[src/rtl/tt_sel_drv.sv]
// Mux-select driver: steps an external select counter (reset + increment pulses)
// to a requested design address, with the mux enable held off while it moves.
module tt_sel_drv #(
    parameter int unsigned PULSE_W = 2,
    parameter int unsigned RST_W   = 4
) (
    input  logic       clk,
    input  logic       rst_n,
    input  logic       req_valid,
    output logic       req_ready,
    input  logic [9:0] req_addr,
    input  logic       req_ena,
    input  logic       req_force_rst,
    output logic       ctrl_sel_rst_n,
    output logic       ctrl_sel_inc,
    output logic       ctrl_ena,
    output logic [9:0] cur_addr,
    output logic       cur_valid,
    output logic       busy
);

    typedef enum logic [2:0] {IDLE, DIS, RST, INC_H, INC_L, ENA} state_t;

    localparam logic [7:0] PW_LD  = 8'(PULSE_W - 1);
    localparam logic [7:0] RST_LD = 8'(RST_W - 1);

    state_t     state_q, state_d;
    logic [7:0] timer_q, timer_d;
    logic [9:0] cnt_q, cnt_d;
    logic [9:0] tgt_q, tgt_d;
    logic       ena_lat_q, ena_lat_d;
    logic       need_rst_q, need_rst_d;

    logic       sel_rst_n_d, sel_inc_d, ctrl_ena_d, cur_valid_d;
    logic       ready_d;
    logic [9:0] cur_addr_d;

    // NOTE: every signal gets a default before the case so no path leaves one unassigned (no latches).
    always_comb begin
        state_d    = state_q;
        timer_d    = timer_q;
        cnt_d      = cnt_q;
        tgt_d      = tgt_q;
        ena_lat_d  = ena_lat_q;
        need_rst_d = need_rst_q;

        unique case (state_q)
            IDLE, ENA: begin
                state_d = IDLE;
                // req_ready is already high in ENA, so a new request can be taken there.
                if (req_valid && req_ready) begin
                    state_d    = DIS;
                    timer_d    = PW_LD;
                    tgt_d      = req_addr;
                    ena_lat_d  = req_ena;
                    need_rst_d = !cur_valid || req_force_rst;
                    cnt_d      = need_rst_d ? req_addr : req_addr - cur_addr;
                end
            end
            DIS: begin
                if (timer_q != 8'd0) begin
                    timer_d = timer_q - 8'd1;
                end else if (need_rst_q) begin
                    state_d = RST;
                    timer_d = RST_LD;
                end else if (cnt_q == 10'd0) begin
                    state_d = ENA;
                end else begin
                    state_d = INC_H;
                    timer_d = PW_LD;
                end
            end
            RST: begin
                if (timer_q != 8'd0) begin
                    timer_d = timer_q - 8'd1;
                end else if (cnt_q == 10'd0) begin
                    state_d = ENA;
                end else begin
                    state_d = INC_H;
                    timer_d = PW_LD;
                end
            end
            INC_H: begin
                if (timer_q != 8'd0) begin
                    timer_d = timer_q - 8'd1;
                end else begin
                    state_d = INC_L;
                    timer_d = PW_LD;
                end
            end
            INC_L: begin
                if (timer_q != 8'd0) begin
                    timer_d = timer_q - 8'd1;
                end else begin
                    cnt_d   = cnt_q - 10'd1;
                    state_d = (cnt_d == 10'd0) ? ENA : INC_H;
                    timer_d = PW_LD;
                end
            end
            default: state_d = IDLE;
        endcase

        // Outputs are registered from the next state so they line up with the state they describe.
        sel_inc_d   = (state_d == INC_H);
        ready_d     = (state_d == IDLE) || (state_d == ENA);
        sel_rst_n_d = ctrl_sel_rst_n;
        ctrl_ena_d  = ctrl_ena;
        cur_addr_d  = cur_addr;
        cur_valid_d = cur_valid;

        unique case (state_d)
            DIS:          ctrl_ena_d = 1'b0;
            RST: begin
                sel_rst_n_d = 1'b0;
                ctrl_ena_d  = 1'b0;
            end
            INC_H, INC_L: begin
                sel_rst_n_d = 1'b1;
                ctrl_ena_d  = 1'b0;
            end
            ENA: begin
                sel_rst_n_d = 1'b1;
                ctrl_ena_d  = ena_lat_d;
                cur_addr_d  = tgt_d;
                cur_valid_d = 1'b1;
            end
            default: ;
        endcase
    end

    // NOTE: sequential state uses non-blocking assignments only, so every flop samples pre-edge values.
    // NOTE: all registers, including the request latches, are reset; they are few and reset abandons the request.
    always_ff @(posedge clk or negedge rst_n) begin
        if (!rst_n) begin
            state_q        <= IDLE;
            timer_q        <= 8'd0;
            cnt_q          <= 10'd0;
            tgt_q          <= 10'd0;
            ena_lat_q      <= 1'b0;
            need_rst_q     <= 1'b0;
            ctrl_sel_rst_n <= 1'b0;
            ctrl_sel_inc   <= 1'b0;
            ctrl_ena       <= 1'b0;
            cur_addr       <= 10'd0;
            cur_valid      <= 1'b0;
            req_ready      <= 1'b0;
            busy           <= 1'b0;
        end else begin
            state_q        <= state_d;
            timer_q        <= timer_d;
            cnt_q          <= cnt_d;
            tgt_q          <= tgt_d;
            ena_lat_q      <= ena_lat_d;
            need_rst_q     <= need_rst_d;
            ctrl_sel_rst_n <= sel_rst_n_d;
            ctrl_sel_inc   <= sel_inc_d;
            ctrl_ena       <= ctrl_ena_d;
            cur_addr       <= cur_addr_d;
            cur_valid      <= cur_valid_d;
            req_ready      <= ready_d;
            busy           <= !ready_d;
        end
    end

endmodule

[config.mk]
export PLATFORM = sky130hd
export DESIGN_NAME = tt_sel_drv
export DESIGN_NICKNAME = d
export VERILOG_FILES = /design/src/rtl/tt_sel_drv.sv
export SDC_FILE = /design/constraint.sdc
export NUM_CORES = 1
export LEC_CHECK = 0
export ABC_AREA = 0
export BUFFER_PORTS_ARGS = -buffer_cell sky130_fd_sc_hd__buf_2
export CAP_MARGIN = 5
export CORE_ASPECT_RATIO = 1.4
export CORE_MARGIN = 10
export CORE_UTILIZATION = 59
export DETAILED_ROUTE_END_ITERATION = 7
export GPL_TIMING_DRIVEN = 1
export PLACE_DENSITY_LB_ADDON = 0.05
export SLEW_MARGIN = 5
export SYNTH_ARGS = -nofsm -noshare
export SYNTH_HDL_FRONTEND = slang
export SYNTH_SLANG_ARGS = --single-unit
[constraint.sdc]
create_clock -name clk -period 3.3 [get_ports clk]
set_input_delay 0.165 -clock clk [delete_from_list [all_inputs] [get_ports clk]]
set_output_delay 0.165 -clock clk [all_outputs]
set_load 0.005 [all_outputs]
Word level (Yosys, flattened, before mapping)
Index checks and enable logic that the tools add are counted.
{"block": "word_totals", "wordCells": 75, "reg_bits": 49, "latchBits": 0, "output_inout_bits": 16, "input_bits": 15, "memories": 0, "romBits": 0, "ramBits": 0}
{"block": "classes", "order_cmp": 0, "shift": 0, "addsub": 3, "bitwise_logic": 0, "n_mux": 26, "multipliers": 0, "n_reduce_logical": 21, "eq_ne": 12, "n_div": 0}
{"op": "two-way mux 10 bit", "count": 5}
{"op": "two-way mux 8 bit", "count": 6}
{"op": "case mux 8 bit (4 select lines)", "count": 1}
{"op": "two-way mux 3 bit", "count": 7}
{"op": "zero test 10 bit", "count": 2}
{"op": "case mux 10 bit (2 select lines)", "count": 1}
{"op": "case mux 3 bit (5 select lines)", "count": 1}
{"op": "equality test 3 x 2 -> 1 bit (second input constant)", "count": 4}
{"op": "equality test 3 bit (second input constant)", "count": 4}
{"op": "subtractor 10 x 1 -> 10 bit (second input constant)", "count": 1}
{"op": "subtractor 10 bit", "count": 1}
{"op": "nonzero test 8 bit", "count": 1}
{"op": "subtractor 8 x 1 -> 8 bit (second input constant)", "count": 1}
{"op": "equality test 3 x 1 -> 1 bit (second input constant)", "count": 2}
{"op": "zero test 3 bit", "count": 2}
{"op": "nonzero test 2 bit", "count": 3}
{"op": "!= test 2 bit (second input constant)", "count": 2}
{"op": "case mux 1 bit (2 select lines)", "count": 2}
{"op": "AND reduction 2 bit", "count": 2}
{"op": "nonzero test 4 bit", "count": 1}
{"op": "OR reduction 2 bit", "count": 2}
{"op": "OR reduction 4 bit", "count": 1}
{"op": "two-way mux 1 bit", "count": 3}
{"op": "AND reduction 3 bit", "count": 1}
{"op": "other kinds (4)", "count": 6}

Logic depth before layout (Yosys ltp)
{"block": "logic_depth", "word_depth": 8, "ltp_mapped": 12, "depth_no_buf": 10}

Least setup slack after synthesis
No wires, ideal clock.
{"block": "synth_timing", "path_type": "reg2reg", "start": "register timer_q[0]", "end": "register cur_addr[1]", "path_slack_ns": 0.802, "n_path_buf": 3, "stages_incl_launch_ff": 11, "arrival_ns": 2.373, "setup_ns": 0.125, "path_cell_list": "dfrtp_1 > inv_1 > ha_1 > or3b_1 > clkbuf_1 > or2_1 > buf_6 > a22o_1 > o21ai_2 > buf_6 > mux2_4"}
{"block": "synth_between", "elab_chain_cells": 4}
{"element": "from (decl)", "line_no": "28", "text": "logic [7:0] timer_q, timer_d;"}
{"element": "from (signal assigned)", "line_no": "150", "text": "timer_q <= timer_d;"}
{"element": "nonzero test 8 bit (*)"}
{"element": "two-way mux 3 bit, on equally long branches"}
{"element": "case mux 3 bit (5 select lines) (*)", "line_no": "47", "text": "unique case (state_q)"}
{"element": "equality test 3 bit (*)", "line_no": "111", "text": "unique case (state_d)"}
{"element": "to (signal assigned)", "line_no": "158", "text": "cur_addr <= cur_addr_d;"}
{"element": "to (decl)", "line_no": "17", "text": "output logic [9:0] cur_addr,"}
Every way passes the cells marked *; elsewhere a longest branch is shown, timed or not.
A chain may end at the register's enable or synchronous reset.

Worst setup path after layout
{"block": "layout_timing", "start": "register timer_q[1]", "end": "register cur_addr[0]"}
{"block": "layout_between", "elab_chain_cells": 4}
{"element": "nonzero test 8 bit (*)"}
{"element": "two-way mux 3 bit, on equally long branches"}
{"element": "case mux 3 bit (5 select lines) (*)", "line_no": "47"}
{"element": "via state_d[0]", "line_no": "27", "text": "state_t state_q, state_d;"}
{"element": "equality test 3 bit (*)", "line_no": "111"}
The timed path passes the listed nets; every way through them passes the cells marked *.

==> summary.txt <==
Synth
  • Synthesized net count: 361
  • Post-synth ARST share: 100%
  • Cells after synthesis: 332
  • Most common flop cell mapped by yosys: dfrtp_1
  • Count of flip-flops with a built-in enable after synthesis: 0
  • Seq cells post-synth: 49
  • Cell variety after synth: 57
  • Post-synthesis cell area: 3100 um2
  • Syn Area/Cell: 9.34 um2
  • Synth Warn #: 0
  • Sequential share of the synthesized area: 39.5%

Global route
  • GRT overflow: 0
  • Antenna violations before repair: 0
  • Largest net degree at the start of global routing: 50
  • Global-route wire length before repair: 11700 um
  • Global-route usage over all layers: 16.7%
  • Vias in the first global route: 2594

STA
  • RSZ-0062 raised after global routing: false
  • Number of max-slew violations in the final report: 0
  • Clock Skew: 0.00822 ns
  • Slew @ Worst Pin: 1.08 ns
  • Final Cycle Share: 83.7%
  • Period minus WS final: 2.76 ns
  • Hold Vio Cnt, Final: 0
  • Setup TNS: 0 ns
  • Final setup fails: 0
  • Slew headroom: 27.7%
  • Fmax: 0.362 GHz

Route
  • Routed Antenna Nets: 0
  • 1st-iter DRT viols: 222
  • WL/cell: 16.3 um
  • Total wire length: 6900 um
  • Detailed-route DRC error count: 0
  • Vias: 2544
  • DR vias/cell: 6.00
  • DRT Pass-1 Iters: 5

Die
  • Die Area: 8600 um2
  • Number of placement rows: 31
  • Top Ports: 31
  • Die Height: 106 um
  • Core footprint: 5120 um2
  • Starting Density: 60.6%
  • Die Wd: 81.3 um

Setup path
  • FF-to-FF path depth: 9
  • Worst setup startpoint: timer_q[1]$_DFFE_PN0P_
  • Setup slack, reg-to-reg: 0.54 ns
  • Worst-path cell chain: inv_1 -> ha_1 -> or3b_1 -> nor2_1 -> mux2i_1 -> o21ai_4 -> o21ai_2 -> buf_4 -> mux2_2
  • Kind of critical path: reg -> reg
  • Worst flop-to-flop path startpoint: timer_q[1]$_DFFE_PN0P_
  • Nature of the critical path startpoint: flip-flop
  • Worst Path Arrival: 2.96 ns
  • Worst Path Required: 3.50 ns
  • WP buf/inv: 2
  • CP max FO: 12
  • CP endpoint kind: flip-flop
  • Critical path's largest stage delay: 0.44 ns
  • Total stage count of the critical path: 9
  • R2r endpoint: cur_addr[0]$_DFFE_PN0P_
  • Crit path to: cur_addr[0]$_DFFE_PN0P_
  • CP max stage cell: or3b_1
  • Delay-heaviest family, CP: simple AND/OR/NAND/NOR gates

Clock network
  • Root Buffer: clkbuf_8
  • Clock-pin slew on the worst setup and hold paths: 0.09 ns
  • Setup bufs post-CTS: 0
  • Cts hold-fix bufs: 0
  • Clk_lat worst skew: 0.31 ns
  • Post-CTS sizing: 0
  • Clock Tree Buf Depth: 2
  • CTS Buf Count: 5
  • CTS tree: done
  • # H-tree levels: 2
  • Clock sink count: 49

Power and ir drop
  • Power, Total: 1100 uW
  • VDD IR max: 0.270 mV
  • P_leak: 0.00161 uW
  • Power per cell area: 323 nW/um2

Placement
  • # port buffers: 30
  • RePlAce Congestion: 0.838
  • Post-DP HPWL: 5150 um

Flow run
  • Max-cap viol count: 0

Finish
  • Post-layout nets: 386
  • Syn-to-layout area delta: 10.0%
  • Share of cells above drive strength 1: 20.7%
  • # diodes: 0

Outcome
  • Status: finished clean

Min path
  • Type of the most critical hold path: in -> async
==> worst reg2reg max path, stage by stage (launching register included) <==
cell and delay (ns):
dfrtp_1 0.40, inv_1 0.09, ha_1 0.19, or3b_1 0.44
nor2_1 0.36, mux2i_1 0.37, o21ai_4 0.11, o21ai_2 0.08
buf_4 0.25, mux2_2 0.36
==> cells in the final DEF (no fill, tap or decap), types with 2 or more instances in the layout <==
cell type / n
xor2_1: 2
o211ai_1: 3
o41ai_1: 2
o21ai_0: 25
a22o_1: 2
and2_1: 2
nor2_1: 22
o31ai_1: 3
nor4_1: 8
buf_2: 30
or4_1: 2
and3_1: 2
clkbuf_8: 5
or3_1: 3
ha_1: 13
a31oi_1: 4
a21oi_1: 20
dfrtp_1: 49
xnor2_1: 6
inv_1: 21
a31o_1: 2
buf_4: 6
nand3b_1: 2
nand3_1: 11
mux2_2: 14
nor2b_1: 4
mux2i_1: 4
mux2_4: 8
o22ai_1: 2
nand2b_1: 9
nand2_1: 21
o21a_1: 3
nor3_1: 16
o311ai_0: 2
o32ai_1: 3
nor4b_1: 2
==> per-layer routing <==
layer / routed length [um] / GRT usage (%)
met4: 97 / 6.45
met2: 3640 / 28.8
met1: 2900 / 19.7
met3: 268 / 3.23
met5: 0 / 0
==> registers in the layout, summed over array words and instances, names as in the netlist, 3 cells and up <==
name and cells:
cur_addr 10, cnt_q 10, state_q 3, tgt_q 10, timer_q 8
==> layout make-up <==
cell class | instances | area, um2
Sequential cell | 49 | 1230
Clock inverter | 3 | 46.3
Clock buffer | 5 | 68.8
Tap cell | 66 | 82.6
Fill cell | 451 | 1710
Inverter | 21 | 78.8
Timing Repair Buffer | 36 | 195
Multi-Input combinational cell | 244 | 1710
==> stage by stage <==
stage	util (%)	cells	setup slack (ns)	cell area, um2	hold WS [ns]
after floorplan	-	332	0.802	3100	-0.131
after global placement	64.4	416	0.661	3300	0.422
after detailed placement	64.4	416	0.590	3300	0.429
after CTS	66.6	424	0.537	3410	0.0865
after global routing	66.6	424	0.388	3410	0.112
final	66.6	424	0.538	3410	0.0418
==> synthesized netlist by cell type (all sizes together), types with 12 or more instances <==
cell type,number,area (um2)
inv,21,78.8
nand3,12,65.1
nor3,16,80.1
a21oi,20,100
o21ai,27,150
nand2,21,78.8
nor2,24,97.6
dfrtp,49,1230
mux2,22,278
clkbuf,14,52.6
ha,13,163
==> power by group <==
part | internal, uW | leakage (uW) | switching, uW
clock network | 227 | 0.0000543 | 210
logic | 24.6 | 0.000895 | 39.7
registers | 600 | 0.000659 | 0
total | 851 | 0.00161 | 250
==> kinds of logic (layout without fill, tap and decap cells) <==
family / count (synthesis) / after routing / share of synthesized area [%]
buffers and inverters: 39 / 65 / 5.29
adders and majority gates: 14 / 14 / 5.89
xor gates and xnor gates: 8 / 8 / 2.26
AOI/OAI and AO/OA: 82 / 82 / 17.2
DFF: 49 / 49 / 39.5
and+or+nand+nor: 114 / 114 / 19.6
muxes: 26 / 26 / 10.3
==> worst min-delay path by stage <==
stage	start	endpoint	slack, ns	cells past startpoint
floorplan	rst_n	busy$_DFF_PN0_	-0.13	0
global placement	rst_n	cnt_q[3]$_DFFE_PN0P_	0.42	1
detailed placement	rst_n	cnt_q[3]$_DFFE_PN0P_	0.43	1
CTS	rst_n	timer_q[5]$_DFFE_PN0P_	0.09	1
global route	req_ena	ena_lat_q$_DFF_PN0_	0.11	2
finish	rst_n	cnt_q[2]$_DFFE_PN0P_	0.04	1
(Power assumes the default switching activity.)
